$ cat src/rtl/record_play_ctrl.sv
// Record/playback sequencer for the note memory: turns button pulses into
// memory controls and tracks the play position in lockstep with the memory.
module record_play_ctrl #(
  parameter int DEPTH_BIT       = 8,
  parameter int MAX_DEPTH       = 255,
  parameter int SAMPLE_INTERVAL = 25000000,
  parameter int SI_BIT          = 25
) (
  input  logic                 clk,
  input  logic                 rst_n,
  input  logic                 rec_btn,
  input  logic                 play_btn,
  input  logic                 stop_btn,
  input  logic                 clear_btn,
  input  logic                 loop_en,
  input  logic [DEPTH_BIT-1:0] mem_duration,
  output logic                 mem_write_en,
  output logic                 mem_read_en,
  output logic                 mem_read_rst,
  output logic                 mem_clear_n,
  output logic [2:0]           state,
  output logic [DEPTH_BIT-1:0] play_pos,
  output logic                 rec_full,
  output logic                 play_done
);

  localparam logic [2:0] S_IDLE   = 3'd0;
  localparam logic [2:0] S_RECORD = 3'd1;
  localparam logic [2:0] S_REWIND = 3'd2;
  localparam logic [2:0] S_PLAY   = 3'd3;
  localparam logic [2:0] S_PAUSE  = 3'd4;
  localparam logic [2:0] S_CLEAR  = 3'd5;

  localparam logic [DEPTH_BIT-1:0] MAX_D = DEPTH_BIT'(MAX_DEPTH);
  localparam logic [SI_BIT-1:0]    SI_V  = SI_BIT'(SAMPLE_INTERVAL);
  localparam logic [SI_BIT-1:0]    CNT_1 = SI_BIT'(1);

  logic [2:0]           r_state, w_state_nxt;
  logic [DEPTH_BIT-1:0] r_pos, w_pos_nxt, w_pos_inc;
  logic [SI_BIT-1:0]    r_cnt, w_cnt_nxt;
  logic                 r_full, w_full_nxt;
  logic                 r_done, w_done_nxt;
  logic                 w_wrap, w_last;

  assign w_pos_inc = r_pos + 1'b1;
  assign w_wrap    = (r_cnt == SI_V);
  assign w_last    = (w_pos_inc == mem_duration);

  always_comb begin
    w_state_nxt = r_state;
    w_pos_nxt   = r_pos;
    w_cnt_nxt   = r_cnt;
    w_full_nxt  = r_full;
    w_done_nxt  = 1'b0;
    case (r_state)
      S_IDLE: begin
        if (clear_btn) w_state_nxt = S_CLEAR;
        else if (stop_btn) w_state_nxt = S_IDLE;
        else if (rec_btn) begin
          if (mem_duration < MAX_D) w_state_nxt = S_RECORD;
          else                      w_full_nxt  = 1'b1;
        end
        else if (play_btn && mem_duration != '0) w_state_nxt = S_REWIND;
      end
      S_RECORD: begin
        // capacity takes precedence over any button in the same cycle
        if (mem_duration >= MAX_D) begin
          w_state_nxt = S_IDLE;
          w_full_nxt  = 1'b1;
        end
        else if (clear_btn)           w_state_nxt = S_CLEAR;
        else if (stop_btn || rec_btn) w_state_nxt = S_IDLE;
      end
      S_REWIND: begin
        w_pos_nxt   = '0;
        w_cnt_nxt   = CNT_1;
        w_state_nxt = S_PLAY;
      end
      S_PLAY: begin
        // counter tracks the memory read pointer every PLAY cycle, buttons or not
        if (w_wrap) begin
          w_cnt_nxt = CNT_1;
          if (!w_last) w_pos_nxt = w_pos_inc;
        end
        else w_cnt_nxt = r_cnt + 1'b1;
        if (clear_btn)     w_state_nxt = S_CLEAR;
        else if (stop_btn) w_state_nxt = S_IDLE;
        else if (play_btn) w_state_nxt = S_PAUSE;
        else if (w_wrap && w_last) begin
          if (loop_en) w_state_nxt = S_REWIND;
          else begin
            w_state_nxt = S_IDLE;
            w_done_nxt  = 1'b1;
          end
        end
      end
      S_PAUSE: begin
        if (clear_btn)     w_state_nxt = S_CLEAR;
        else if (stop_btn) w_state_nxt = S_IDLE;
        else if (play_btn) w_state_nxt = S_PLAY;
      end
      S_CLEAR: begin
        w_full_nxt  = 1'b0;
        w_pos_nxt   = '0;
        w_state_nxt = S_IDLE;
      end
      default: w_state_nxt = S_IDLE;
    endcase
  end

  always_ff @(posedge clk or negedge rst_n) begin
    if (!rst_n) begin
      r_state <= S_IDLE;
      r_pos   <= '0;
      r_cnt   <= CNT_1;
      r_full  <= 1'b0;
      r_done  <= 1'b0;
    end else begin
      r_state <= w_state_nxt;
      r_pos   <= w_pos_nxt;
      r_cnt   <= w_cnt_nxt;
      r_full  <= w_full_nxt;
      r_done  <= w_done_nxt;
    end
  end

  assign mem_write_en = (r_state == S_RECORD);
  assign mem_read_en  = (r_state == S_PLAY);
  assign mem_read_rst = (r_state == S_REWIND);
  assign mem_clear_n  = ~(r_state == S_CLEAR);
  assign state        = r_state;
  assign play_pos     = r_pos;
  assign rec_full     = r_full;
  assign play_done    = r_done;

endmodule
$ cat config.mk
export PLATFORM = sky130hd
export DESIGN_NAME = record_play_ctrl
export DESIGN_NICKNAME = d
export VERILOG_FILES = /design/src/rtl/record_play_ctrl.sv
export SDC_FILE = /design/constraint.sdc
export NUM_CORES = 1
export LEC_CHECK = 0
export ABC_CLOCK_PERIOD_IN_PS = 5550
export CAP_MARGIN = 15
export CORE_UTILIZATION = 25
export DETAILED_ROUTE_END_ITERATION = 10
export PLACE_DENSITY_LB_ADDON = 0.25
export SLEW_MARGIN = 20
export SYNTH_ARGS = -nofsm -noshare
export SYNTH_HDL_FRONTEND = slang
export SYNTH_SLANG_ARGS = --single-unit
export TNS_END_PERCENT = 1
$ cat constraint.sdc
create_clock -name clk -period 5.55 [get_ports clk]
set_clock_uncertainty 0.15 [all_clocks]
set_input_delay 1.11 -clock clk [delete_from_list [all_inputs] [get_ports clk]]
set_output_delay 1.11 -clock clk [all_outputs]
set_load 0.05 [all_outputs]
* Word level (Yosys, flattened, before mapping)
Index checks and enable logic that the tools add are counted.
** Storage, ports and cells
- Word-level logic and storage cells :: 75
- Register bits after elaboration :: 38
- Output and inout bits :: 17
- Input port bits :: 15
** Operators by class
- Bitwise logic cells :: 1
- Order comparisons :: 2
- Equality and inequality tests :: 19
- Reduce and logical (&&, ||, !) cells :: 12
- Multiplexer cells :: 34
- $add $sub $neg :: 2
** Operators by type and width (number)
- 25-bit one-hot mux with 2 select lines :: 1
- 3-bit 2-to-1 mux :: 15
- 25-bit by 1-bit adder with 25-bit output, second input constant :: 1
- 25-bit equality test, second input constant :: 1
- 25-bit 2-to-1 mux :: 1
- 8-bit 2-to-1 mux :: 2
- 8-bit one-hot mux with 2 select lines :: 1
- 3-bit one-hot mux with 5 select lines :: 1
- 1-bit 2-to-1 mux :: 11
- 2-bit inequality test, second input constant :: 5
- 5-bit inequality test, second input constant :: 2
- 8-bit by 1-bit adder with 8-bit output, second input constant :: 1
- 8-bit equality test :: 1
- 8-bit >= comparator, second input constant :: 1
- 8-bit less-than comparator, second input constant :: 1
- 8-bit nonzero test :: 1
- 3-bit by 2-bit equality test with 1-bit output, second input constant :: 2
- 3-bit equality test, second input constant :: 2
- 6-bit AND reduction :: 1
- 5-bit by 4-bit inequality test with 1-bit output, second input constant :: 1
- 5-bit AND reduction :: 1
- 2-bit by 1-bit inequality test with 1-bit output, second input constant :: 2
- 4-bit by 2-bit inequality test with 1-bit output, second input constant :: 1
- 4-bit inequality test, second input constant :: 1
- other kinds (11) :: 13

* Depth between registers and ports, before layout
- Word-level depth :: 8
- Depth in mapped cells :: 11
- Depth with buffers taken out :: 8

* Worst setup path after synthesis
Ideal clock, no wire load.
- Kind :: register -> output
- From :: register r_state[0], in the netlist state[0]
- To :: output mem_write_en
- Arrival time :: 1.919 ns
- Path buffers :: 1
- Data required time :: 4.290 ns
- Setup slack :: 2.371 ns
- Cell stages (with the launch flop) :: 4
- Path through :: dfrtp_1 clkbuf_1 nor2b_1 nor2b_1
** Between the ends
- Longest elaborated chain between the ends :: 1
** RTL lines
- start: declaration :: line 38 : logic [2:0] r_state, w_state_nxt;
- start signal: assignment :: line 119 : r_state <= w_state_nxt;
- 3-bit by 1-bit equality test with 1-bit output :: line 127 : assign mem_write_en = (r_state == S_RECORD);
- end: declaration :: line 17 : output logic mem_write_en,
Every way passes these cells.

* Final worst setup path
- From :: register r_state[2], in the netlist state[2]
- To :: output mem_read_rst
** Between the ends
- Longest elaborated chain between the ends :: 1
** RTL lines
- 3-bit by 2-bit equality test with 1-bit output :: line 129 : assign mem_read_rst = (r_state == S_REWIND);
- end: declaration :: line 19 : output logic mem_read_rst,
Every way passes these cells.

==> flow_summary.ini <==
[sta]
setup_viol = 0
timing.setup.tns_ns = 0
tightest_slew_ns = 0.899
timing.slew.headroom_pct = 40.0
post-route-period-util_pct = 68.0
period_minus_slack_ns = 3.77
finalHoldViolCount = 0
max_freq_mhz = 265
rsz0062_at_grt = false
timing.hold.ws_ns = 0.335
slew_viol_final = 0

[clock_tree]
cts_buffers = 5
hold_buffers = 0
h-tree-depth = 2
post_cts.repair.setup_buffers = 0
tritoncts = done
clock_sinks = 38
cts-resized-gates = 0
clk_latency_ns = 0.29
clk_pin_slew_ns = 0.08
cts_root_buf = clkbuf_8
clockBufferDepth = 2

[setup_path]
rr_worst_depth = 7
crit_family = simple AND/OR/NAND/NOR gates
worstReg2RegEnd = play_pos[1]
critPathMaxStageDelay_ns = 0.85
crit_start = state[2]
crit_path_end_kind = output pin
critPathLaunchType = flip-flop
worstPathCellList = nand2b_1, nor2_1, clkdlybuf4s50_1
reg2reg_from = play_pos[0]
slowest_stage = clkdlybuf4s50_1
reg2reg_slack_ns = 2.56
cp_num_buf_inv = 1
critPathKind = reg2out
critPathMaxFanout = 17
cp.depth = 3
crit_arrival_ns = 2.51
required_ns = 4.29

[routing]
first_pass_iters = 4
antenna_left = 0
drc = 0
vias = 2387
drt-wirelength-per-cell_um = 14.8
drt_wl_total_um = 6750
dr.first_iter.drc_count = 88
via_per_inst = 5.23

[floorplan]
dieArea_um2 = 10400
die_w_um = 102
start_util_pct = 25.8
fp-row-count = 36
design.core.area_um2 = 9730
fp.dieH_um = 102
pin_count = 32

[power]
switchingPower_w = 0.000349
power_frac_comb_pct = 33.4
p_total_w = 0.000939
peakVddDrop_mv = 0.112
seqPwrFrac_pct = 36.1
pwr_density_cell_nw_per_um2 = 308
p_clk_share_pct = 30.6
p_int_w = 0.000590
p_leak_nw = 1.14
p_sw_share_pct = 37.1

[status]
status = complete, no violations

[placement]
place_inst = 448
gp_congestion = 0.790
dp_hpwl_um = 4610
port_buffers = 31

[synth]
synth_most_common_cell = o21ai_0
synth_top_area_share_pct = 36.9
netlist_area_um2 = 2510
yosysWarnings = 0
synth-seq-cells = 38
synth_edf_count = 0
synth.distinct_cells = 57
ys_async_sr_fraction_pct = 100
synth-main-ff-cell = dfrtp_1
synth_top_cell_by_area = dfrtp_1
synthTopCellsByArea = dfrtp_1, o21ai_0, nand2_1
syn_inst = 298
syn_area_per_cell_um2 = 8.42
synth-seq-area-share_pct = 38.0
synth_common_cells = o21ai_0, dfrtp_1, nand2_1, nor2_1
syn-num-nets = 316

[worst_hold_path]
min_to = r_cnt[14]
whs_path_depth = 1
holdCritPathClass = reg2reg
hp-start = r_cnt[14]

[final_layout]
area_delta_synth_final_pct = 21.7
fin_nets = 340
drive_above_1_share_pct = 7.74
n_antenna_cell = 0
finish.utilization_pct = 31.4
fillers = 1089
final_cells = 456

[global_route]
grt_first_pass_wirelength_um = 11000
gr-total-overflow = 0
grt_pass1_vias = 2203
grt_usage_pct = 13.4
grt_max_degree = 39
antenna_found_initial = 0

[flow_run]
maxCapViolCount = 0
==> per-stage QoR <==
step           cell area (um^2)  setup WS (ns)
2_1_floorplan              2510           2.37
3_3_place_gp               2920           1.89
3_5_place_dp               2920           1.87
4_1_cts                    3050           1.70
5_1_grt                    3050           1.60
6_report                   3050           1.78
==> sequential cells by signal, indices dropped and copies added, names as in the netlist <==
| name | flops |
|---|---|
| rec_full | 1 |
| play_done | 1 |
| r_cnt | 25 |
| play_pos | 8 |
| state | 3 |
==> worst max path at each step <==
| stage | endpoint | slack (ns) |
|---|---|---|
| floorplan | mem_write_en | 2.37 |
| global placement | play_pos[1] | 1.89 |
| detailed placement | play_pos[1] | 1.87 |
| CTS | mem_read_rst | 1.70 |
| global route | mem_read_rst | 1.60 |
| finish | mem_read_rst | 1.78 |
==> cells by family after synthesis <==
kind of cell / count (synthesis) / synth area share, %
XOR/XNOR: 7 / 2.44
adder cells (fa/ha/maj): 3 / 1.50
multiplexers: 1 / 0.399
buffers and inverters: 29 / 5.24
AND/OR/NAND/NOR: 120 / 26.7
flip-flops: 38 / 38.0
AO/OA/AOI/OAI: 100 / 25.7
==> layer usage <==
metal / track usage, % / up-vias / wire length (um)
met5: 0 / - / 0
met4: 4.29 / 0 / 87
met3: 2.60 / 6 / 312
met2: 21.1 / 60 / 3050
met1: 18.4 / 1146 / 3300
li1: - / 1175 / -
==> cell type report <==
type / count / area [um^2] / area share [%]
multi-input combinational: 231 / 1430 / 46.7
clock buffer: 5 / 68.8 / 2.25
tap: 133 / 166 / 5.45
timing repair buffer: 34 / 328 / 10.7
inverter: 12 / 45.0 / 1.47
clock inverter: 3 / 68.8 / 2.25
sequential: 38 / 952 / 31.2
==> power by group through the flow <==
stage | Sequential, W | Combinational [W] | Clock (W)
final | 0.000339 | 0.000313 | 0.000287
after global routing | 0.000344 | 0.000343 | 0.000312
after CTS | 0.000339 | 0.000318 | 0.000299
after detailed placement | 0.000344 | 0.000317 | 0
after global placement | 0.000342 | 0.000315 | 0
after floorplan | 0.000369 | 0.000180 | 0
==> cell usage in the layout, fill, tap and decap left out, drive strengths merged, types with 6 or more instances in the layout <==
master and n:
nor3 9, nor2b 9, dfrtp 37, inv 12, o21ai 41, nand2 23, nand4 9, nor2 23
o31ai 6, and3 8, a31oi 14, nor4 9, clkdlybuf4s50 30, nand3 13, a21oi 13
==> worst reg2reg max path, cell delays in order, from the launching register on <==
cell and delay [ns]:
dfrtp_1 0.51, ha_1 0.33, nand3_4 0.13, or3_1 0.39, a2111o_1 0.42, or4_4 0.53
and3_1 0.21, a31o_2 0.20
Note: power is estimated with default switching activity, not from simulation.
